[config.mk]
export PLATFORM = sky130hd
export DESIGN_NAME = branch_unit
export DESIGN_NICKNAME = d
export VERILOG_FILES = /design/src/rtl/branch_unit.sv
export SDC_FILE = /design/constraint.sdc
export NUM_CORES = 1
export LEC_CHECK = 0
export CORE_AREA = 4 4 72 81
export DETAILED_ROUTE_END_ITERATION = 6
export DIE_AREA = 0 0 76 85
export PLACE_DENSITY = 0.79
export SLEW_MARGIN = 20
export SYNTH_ARGS = -nofsm -noshare
export SYNTH_HDL_FRONTEND = slang
export SYNTH_SLANG_ARGS = --single-unit
export TNS_END_PERCENT = 50
[constraint.sdc]
create_clock -name clk -period 2.9 [get_ports clk]
set_clock_uncertainty 0.05 [all_clocks]
set_input_delay 0.58 -clock clk [delete_from_list [all_inputs] [get_ports clk]]
set_output_delay 0.58 -clock clk [all_outputs]
set_load 0.05 [all_outputs]
[src/rtl/branch_unit.sv]
// branch_unit: branch/jump resolution for the 8-bit core.
// Collects an NBYTES-wide target (MSB byte first) from databus, evaluates the
// selected condition against the ALU flags, and issues a one-cycle PC load.
// Optional feature macro: BRANCH_UNIT_RAS_EN enables the return-address stack
// (CALL pushes, RET pops). Without it CALL acts as JMP and RET never loads.
//
// Handshake: the only input handshake is data_valid. A byte is consumed on
// every rising edge in FETCH where data_valid=1, and there is no backpressure.
// data_valid outside FETCH is ignored, and so is start outside IDLE.
module branch_unit #(
    parameter int DATA_W    = 8,
    parameter int ADDR_W    = 16,
    parameter int RAS_DEPTH = 4
) (
    input  logic              clk,
    input  logic              rst,
    input  logic              start,
    input  logic [1:0]        kind,
    input  logic              rel,
    input  logic [3:0]        cond,
    input  logic [DATA_W-1:0] databus,
    input  logic              data_valid,
    input  logic              zflag,
    input  logic              cflag,
    input  logic              oflag,
    input  logic              sflag,
    input  logic [ADDR_W-1:0] pcin,
    output logic              busy,
    output logic              done,
    output logic              pc_load,
    output logic [ADDR_W-1:0] pc_out,
    output logic              ras_err,
    output logic [1:0]        dbg_state
);

    localparam int NBYTES = ADDR_W / DATA_W;
    localparam int CNT_W  = $clog2(NBYTES + 1);

    localparam logic [1:0] K_CALL = 2'd1;
    localparam logic [1:0] K_RET  = 2'd2;
    localparam logic [1:0] K_RSVD = 2'd3;

    // Reject parameter sets the byte-assembly logic cannot handle.
    if (RAS_DEPTH < 1 || NBYTES < 1 || NBYTES * DATA_W != ADDR_W) begin : g_param_check
        $error("branch_unit: bad parameters");
    end

    typedef enum logic [1:0] {
        IDLE    = 2'd0,
        FETCH   = 2'd1,
        RESOLVE = 2'd2
    } state_t;

    state_t             state_q, state_d;
    logic [1:0]         kind_q;
    logic               rel_q;
    logic [3:0]         cond_q;
    logic [ADDR_W-1:0]  target_q;
    logic [CNT_W-1:0]   cnt_q;
    logic               last_byte;
    logic               cond_ok;
    logic               taken;
    logic [ADDR_W-1:0]  jmp_target;
    logic               res_load;
    logic [ADDR_W-1:0]  res_target;

    assign busy      = (state_q != IDLE);
    assign dbg_state = state_q;
    assign last_byte = (cnt_q == CNT_W'(NBYTES - 1));

    // State register.
    always_ff @(posedge clk) begin
        if (rst) state_q <= IDLE;
        else     state_q <= state_d;
    end

    // Next-state logic: RET needs no bytes and goes straight to RESOLVE.
    always_comb begin
        state_d = state_q;
        case (state_q)
            IDLE:    if (start) state_d = (kind == K_RET) ? RESOLVE : FETCH;
            FETCH:   if (data_valid && last_byte) state_d = RESOLVE;
            RESOLVE: state_d = IDLE;
            default: state_d = IDLE;
        endcase
    end

    // Request capture and MSB-first byte assembly.
    always_ff @(posedge clk) begin
        if (rst) begin
            kind_q   <= '0;
            rel_q    <= 1'b0;
            cond_q   <= '0;
            target_q <= '0;
            cnt_q    <= '0;
        end else if (state_q == IDLE && start) begin
            kind_q   <= kind;
            rel_q    <= rel;
            cond_q   <= cond;
            target_q <= '0;
            cnt_q    <= '0;
        end else if (state_q == FETCH && data_valid) begin
            target_q <= (target_q << DATA_W) | ADDR_W'(databus);
            cnt_q    <= cnt_q + CNT_W'(1);
        end
    end

    // Condition evaluation; the reserved kind is never taken.
    always_comb begin
        cond_ok = 1'b0;
        case (cond_q)
            4'd0:    cond_ok = 1'b1;
            4'd1:    cond_ok = zflag;
            4'd2:    cond_ok = !zflag;
            4'd3:    cond_ok = cflag;
            4'd4:    cond_ok = cflag | zflag;
            4'd5:    cond_ok = !(cflag | zflag);
            4'd6:    cond_ok = !cflag;
            4'd7:    cond_ok = oflag ^ sflag;
            4'd8:    cond_ok = (oflag ^ sflag) | zflag;
            4'd9:    cond_ok = !(oflag ^ sflag) & !zflag;
            4'd10:   cond_ok = !(oflag ^ sflag);
            default: cond_ok = 1'b0;
        endcase
        taken = cond_ok && (kind_q != K_RSVD);
    end

    // Relative targets add as two's complement and wrap mod 2^ADDR_W.
    assign jmp_target = rel_q ? (pcin + target_q) : target_q;

`ifdef BRANCH_UNIT_RAS_EN
    localparam int SP_W  = $clog2(RAS_DEPTH + 1);
    localparam int IDX_W = (RAS_DEPTH > 1) ? $clog2(RAS_DEPTH) : 1;

    logic [ADDR_W-1:0] ras_mem [RAS_DEPTH];
    logic [SP_W-1:0]   sp_q;
    logic              ras_err_q;
    logic              ras_full, ras_empty;
    logic              push_en, pop_en;
    logic [ADDR_W-1:0] ras_top;

    assign ras_full  = (sp_q == SP_W'(RAS_DEPTH));
    assign ras_empty = (sp_q == '0);
    assign ras_top   = ras_mem[IDX_W'(sp_q - SP_W'(1))];
    assign push_en   = (state_q == RESOLVE) && taken && (kind_q == K_CALL) && !ras_full;
    assign pop_en    = (state_q == RESOLVE) && taken && (kind_q == K_RET) && !ras_empty;
    assign ras_err   = ras_err_q;

    // Stack pointer and sticky overflow/underflow flag.
    always_ff @(posedge clk) begin
        if (rst) begin
            sp_q      <= '0;
            ras_err_q <= 1'b0;
        end else if (state_q == RESOLVE && taken) begin
            if (kind_q == K_CALL && ras_full)  ras_err_q <= 1'b1;
            if (kind_q == K_RET  && ras_empty) ras_err_q <= 1'b1;
            if (push_en) sp_q <= sp_q + SP_W'(1);
            if (pop_en)  sp_q <= sp_q - SP_W'(1);
        end
    end

    // Stack storage; contents need no reset since sp gates every read.
    always_ff @(posedge clk) begin
        if (push_en) ras_mem[IDX_W'(sp_q)] <= pcin;
    end

    // Resolution: RET loads the popped address, others the computed target.
    always_comb begin
        res_load   = 1'b0;
        res_target = jmp_target;
        if (kind_q == K_RET) begin
            res_load   = taken && !ras_empty;
            res_target = ras_top;
        end else begin
            res_load   = taken;
        end
    end
`else
    assign ras_err = 1'b0;

    // Resolution without a stack: RET never loads, CALL is a plain jump.
    always_comb begin
        res_load   = 1'b0;
        res_target = jmp_target;
        if (kind_q != K_RET) res_load = taken;
    end
`endif

    // Registered one-cycle done/pc_load pulses; pc_out is zero otherwise.
    always_ff @(posedge clk) begin
        if (rst) begin
            done    <= 1'b0;
            pc_load <= 1'b0;
            pc_out  <= '0;
        end else begin
            done    <= 1'b0;
            pc_load <= 1'b0;
            pc_out  <= '0;
            if (state_q == RESOLVE) begin
                done <= 1'b1;
                if (res_load) begin
                    pc_load <= 1'b1;
                    pc_out  <= res_target;
                end
            end
        end
    end

endmodule

# == Word level (Yosys, flattened, before mapping) ==
# Index checks and enable logic that the tools add are counted.
# word_totals
wordCells,60
ff_bits,45
output_inout_bits,22
input_bits,39
# op_classes
n_reduce_logical,15
bitwise_logic,7
muxes,9
n_eq_ne,18
n_addsub,2
# ops
op,count
$add A16 B16 Y16,1
$eq A4 B3 Y1 const B,4
$mux W16,1
$or A16 B8 Y16,1
$eq A4 B4 Y1 const B,3
$pmux W1 S11,1
$eq A4 B2 Y1 const B,2
$ne A2 B2 Y1 const B,4
$mux W2,3
$eq A2 B1 Y1 const B,2
$eq A2 B2 Y1 const B,2
$eq A4 B1 Y1 const B,1
$logic_and A1 B1 Y1,4
$logic_not A1 Y1,4
$logic_not A4 Y1,1
$pmux W2 S2,1
$reduce_or A2 Y1,2
$mux W1,3
$reduce_or A3 Y1,1
$add A2 B1 Y2 const B,1
$logic_not A2 Y1,1
$not A1 Y1,2
$or A1 B1 Y1,2
$reduce_and A2 Y1,1
other kinds (3),3

# == Depth between registers and ports, before layout ==
# logic_depth
ltp_word,8
ltp_mapped,9
depth_no_buf,9

# == Least setup slack after synthesis ==
# Ideal clock, no wire load.
# synth_path
path_type,input-to-reg
start,input port pcin[0]
end,register pc_out[14]
slack_ps,479
t_required_ps,2769
setup_time_ps,81
n_path_buf,0
t_arrival_ps,2291
path_stages,9
path_cell_list,ha_1 -> inv_1 -> fa_1 -> nor2b_1 -> o2111ai_1 -> a21oi_1 -> nor3_1 -> or3_1 -> a41oi_1
# synth_via
elab_chain_len,2
# synth_lines
element,line_no,rtl
"start, declared",27,"input logic [ADDR_W-1:0] pcin,"
$add A16 B16 Y16,129,assign jmp_target = rel_q ? (pcin + target_q) : target_q;
$mux W16,129,
"end signal, assigned",203,pc_out <= res_target;
"end, declared",31,"output logic [ADDR_W-1:0] pc_out,"
# Every way passes these cells.
# A chain may end at the register's enable or synchronous reset.

# == Final worst setup path ==
# Same ends and word-level chain as after synthesis.

==> run summary <==
* leading post-synthesis cells by instance count: sky130_fd_sc_hd__nand2_1 (58), sky130_fd_sc_hd__dfxtp_1 (44), sky130_fd_sc_hd__a21oi_1 (37)
* Syn Std Cell Area: 2400 µm²
* Skew-Pair Late Insertion Delay: 0.29 ns
* sum of met3 wire segment lengths after detailed routing: 331 µm
* clock buffers created by TritonCTS: 5
* total setup buffers inserted after CTS: 0
* gate count after technology mapping: 298
* Detail Placement HPWL: 4360 µm
* share of synthesized area spent on multiplexers: 4.22%
* RSZ-0062 raised after global routing: no
* final standard cell utilization of the core: 64.1%
* Power per Cell Area: 421 nW/µm²
* wire length of the first global-routing pass: 9350 µm
* cells taking the most area after synthesis: sky130_fd_sc_hd__dfxtp_1 (37%), sky130_fd_sc_hd__nand2_1 (9.1%), sky130_fd_sc_hd__ha_1 (8.3%), sky130_fd_sc_hd__a21oi_1 (7.7%), sky130_fd_sc_hd__mux2i_1 (3.7%)
* dominant combinational cell family by area after synthesis: simple AND/OR/NAND/NOR gates
* Final WS setup: 0.154 ns
* uppermost metal layer occupied by signal nets: met4
* post-layout instance area: 3180 µm²
* most numerous cell in the Yosys netlist: sky130_fd_sc_hd__nand2_1
* net count after synthesis: 354
* register area share after synthesis: 36.6%
* arrival time at the worst endpoint: 2.92 ns
* Max Clk Rate: 0.364 GHz
* number of H-tree levels: 2
* clock tree from TritonCTS: yes
* layout-stage area growth over the synthesis result: 32.4%
* Worst Tran Pin Value: 0.649 ns
* Synth warnings: 0
* worst setup path category: in -> reg
* aggregate routed wire length: 5640 µm
* floorplan core area: 4970 µm²
* total of max-cap violations: 0
* Crit path required time: 3.07 ns
* Place WS: -0.200 ns
* Critical Path Sink Type: flip-flop
* CTS max path bufs: 2
* setup TNS after final layout: 0 ns
* mean area per synthesized cell: 8.07 µm²
* layout net count: 416
* full die area: 6460 µm²
* kind of launch point of the worst setup path: primary input
* post-layout min period: 2.75 ns
* Register Area: 881 µm²
* ANT cells: 0
* Clock transition at path regs: 0.08 ns
* Post-synth top flop: sky130_fd_sc_hd__dfxtp_1
* antenna-violating nets left: 0
* Seq cells post-synth: 44
* largest stage delay on the critical path: 0.47 ns
* number of sinks handled by clock tree synthesis: 44
* die outline width: 76 µm
* final-report max-slew violation count: 0
* largest net degree at the start of global routing: 20
* fraction of final layout cells sized beyond drive strength 1: 5.54%
* crit path max fanout: 4
* Max transition margin: 56.8%
* wire length per cell after detailed routing: 13.5 µm
* initial core utilization: 48.4%
* Via-to-Cell Ratio: 5.45
* slowest stage cell on the critical path: sky130_fd_sc_hd__clkdlybuf4s50_1
* share of the synthesized area in compound gates (AO/OA/AOI/OAI): 20.4%
* crit share post-route: 94.7%
* multi-input logic area: 1420 µm²
* length of routed wiring on met1: 2370 µm
* gp weighted congestion: 0.882
* count of fill cells added during filler insertion: 458
* number of antenna violations at the first check in global routing: 0
* detailed-routing iteration count for the pre-antenna-repair pass: 4
* via count of the first global-routing pass: 2104
* result of the run: complete, no violations
* share of the synthesized area in the top cell type: 36.6%
* number of different library cells in the post-synthesis netlist: 47
* final hold violations: 0
* EDFF count, synth: 0
* Synth Area in XOR/XNOR: 2.92%
* Port Buffer Count: 59
* Peak VDD IR: 0.303 mV
* initial drt markers: 128
* total overflow reported by the global router: 0
* clk root buf: sky130_fd_sc_hd__clkbuf_8
* io pins: 61
* hold buffer count at cts: 0
* Post-Synth Adder-Cell Area: 9.16%
* post-synthesis share of cell area spent on and, or, nand and nor gates: 22.0%
* count of vias placed by the detailed router: 2285
* leakage power figure: 1.21 nW
* setup violators final: 0
* path class of the lowest-slack min-delay path: reg -> reg
* ordered cell list for the critical path: clkdlybuf4s50_1, ha_1, inv_1, fa_1, nor2b_2, o2111ai_1, a21oi_2, nor3_1, or3_1, a41oi_1
* cell area after placement: 3070 µm²
* Rows: 27
* library cell with the largest summed area after synthesis: sky130_fd_sc_hd__dfxtp_1
* met2 routed WL: 2870 µm
* share of flip-flops with an asynchronous set or reset: 0%
* floorplan die height: 85 µm
* detailed-route DRC error count: 0
* global-route usage over all layers: 17.1%
layout make-up:
type / count / area share [%]
Multi-Input combinational cell: 228 / 44.6
Clock inverter: 2 / 1.10
Timing Repair Buffer: 67 / 20.4
Clock buffer: 6 / 2.28
Tap cell: 58 / 2.28
Sequential cell: 44 / 27.7
Inverter: 14 / 1.65
report_power, final:
part	internal [mW]	total, mW	switching [mW]
sequential	0.619	0.640	0.0206
combinational	0.117	0.244	0.126
clock	0.256	0.458	0.202
critical path: cells and delay by family:
family | cells | cell delay [ns]
simple gates | 3 | 0.65
fa+ha+maj | 2 | 0.56
compound gates | 3 | 0.61
buf+inv | 2 | 0.53
what timing repair did:
action	in CTS	in global routing
setup endpoints to repair	0	2
resized for setup	0	2
hold endpoints to repair	0	0
stage by stage:
step / power (mW) / hold WS (ns) / std cells
after detailed placement: 0.897 / 0.415 / 411
after floorplan: 0.801 / 0.386 / 298
after global placement: 0.893 / 0.396 / 411
after global routing: 1.40 / 0.461 / 419
after CTS: 1.35 / 0.426 / 419
final: 1.34 / 0.419 / 419
final timing paths:
check	startpoint	to	slack [ns]	cells after the start
setup / recovery	pcin[0]	pc_out[14]$_SDFF_PP0_	0.15	10
hold / removal	kind_q[1]$_SDFFE_PP0P_	kind_q[1]$_SDFFE_PP0P_	0.42	2
setup reg to reg	target_q[0]$_SDFFE_PP0P_	pc_out[14]$_SDFF_PP0_	0.50	9
hold reg to reg	kind_q[1]$_SDFFE_PP0P_	kind_q[1]$_SDFFE_PP0P_	0.42	2
state kept, by name, summed over array words and instances (netlist names):
name	flops
pc_out	16
dbg_state	2
cnt_q	2
target_q	16
cond_q	4
rel_q	1
kind_q	1
pc_load	1
done	1
logic make-up after synthesis:
logic type               Yosys count
AO/OA/AOI/OAI                     77
XOR/XNOR                           8
adder cells (fa/ha/maj)           17
buffers and inverters             26
flip-flops                        44
multiplexers                      10
other                              1
AND/OR/NAND/NOR                  115
metal layers:
layer  track usage [%]  up-vias
met3              3.93        8
met2              30.1       61
met5                 0        -
met4              5.02        0
li1                  -     1169
met1              20.8     1047
cells in the final DEF, fill, tap and decap left out, types with 2 or more instances in the layout:
master / n
sky130_fd_sc_hd__nand2b_1: 3
sky130_fd_sc_hd__and3_1: 2
sky130_fd_sc_hd__nor2b_1: 5
sky130_fd_sc_hd__nand4_1: 3
sky130_fd_sc_hd__buf_4: 8
sky130_fd_sc_hd__or3_1: 3
sky130_fd_sc_hd__nor2_1: 19
sky130_fd_sc_hd__o211ai_1: 4
sky130_fd_sc_hd__o21ai_0: 5
sky130_fd_sc_hd__dfxtp_1: 44
sky130_fd_sc_hd__a211o_1: 2
sky130_fd_sc_hd__nand2_1: 58
sky130_fd_sc_hd__a21o_1: 7
sky130_fd_sc_hd__and2_1: 3
sky130_fd_sc_hd__mux2i_1: 9
sky130_fd_sc_hd__inv_1: 14
sky130_fd_sc_hd__clkbuf_8: 5
sky130_fd_sc_hd__ha_1: 16
sky130_fd_sc_hd__xor2_1: 3
sky130_fd_sc_hd__nor3b_1: 2
sky130_fd_sc_hd__nand3b_1: 4
sky130_fd_sc_hd__a211oi_1: 5
sky130_fd_sc_hd__o21a_1: 2
sky130_fd_sc_hd__nor3_1: 5
sky130_fd_sc_hd__a21oi_1: 36
sky130_fd_sc_hd__nand3_1: 4
sky130_fd_sc_hd__a31oi_1: 4
sky130_fd_sc_hd__clkdlybuf4s50_1: 59
sky130_fd_sc_hd__xnor2_1: 5
Power figures use the tool's default switching activity.
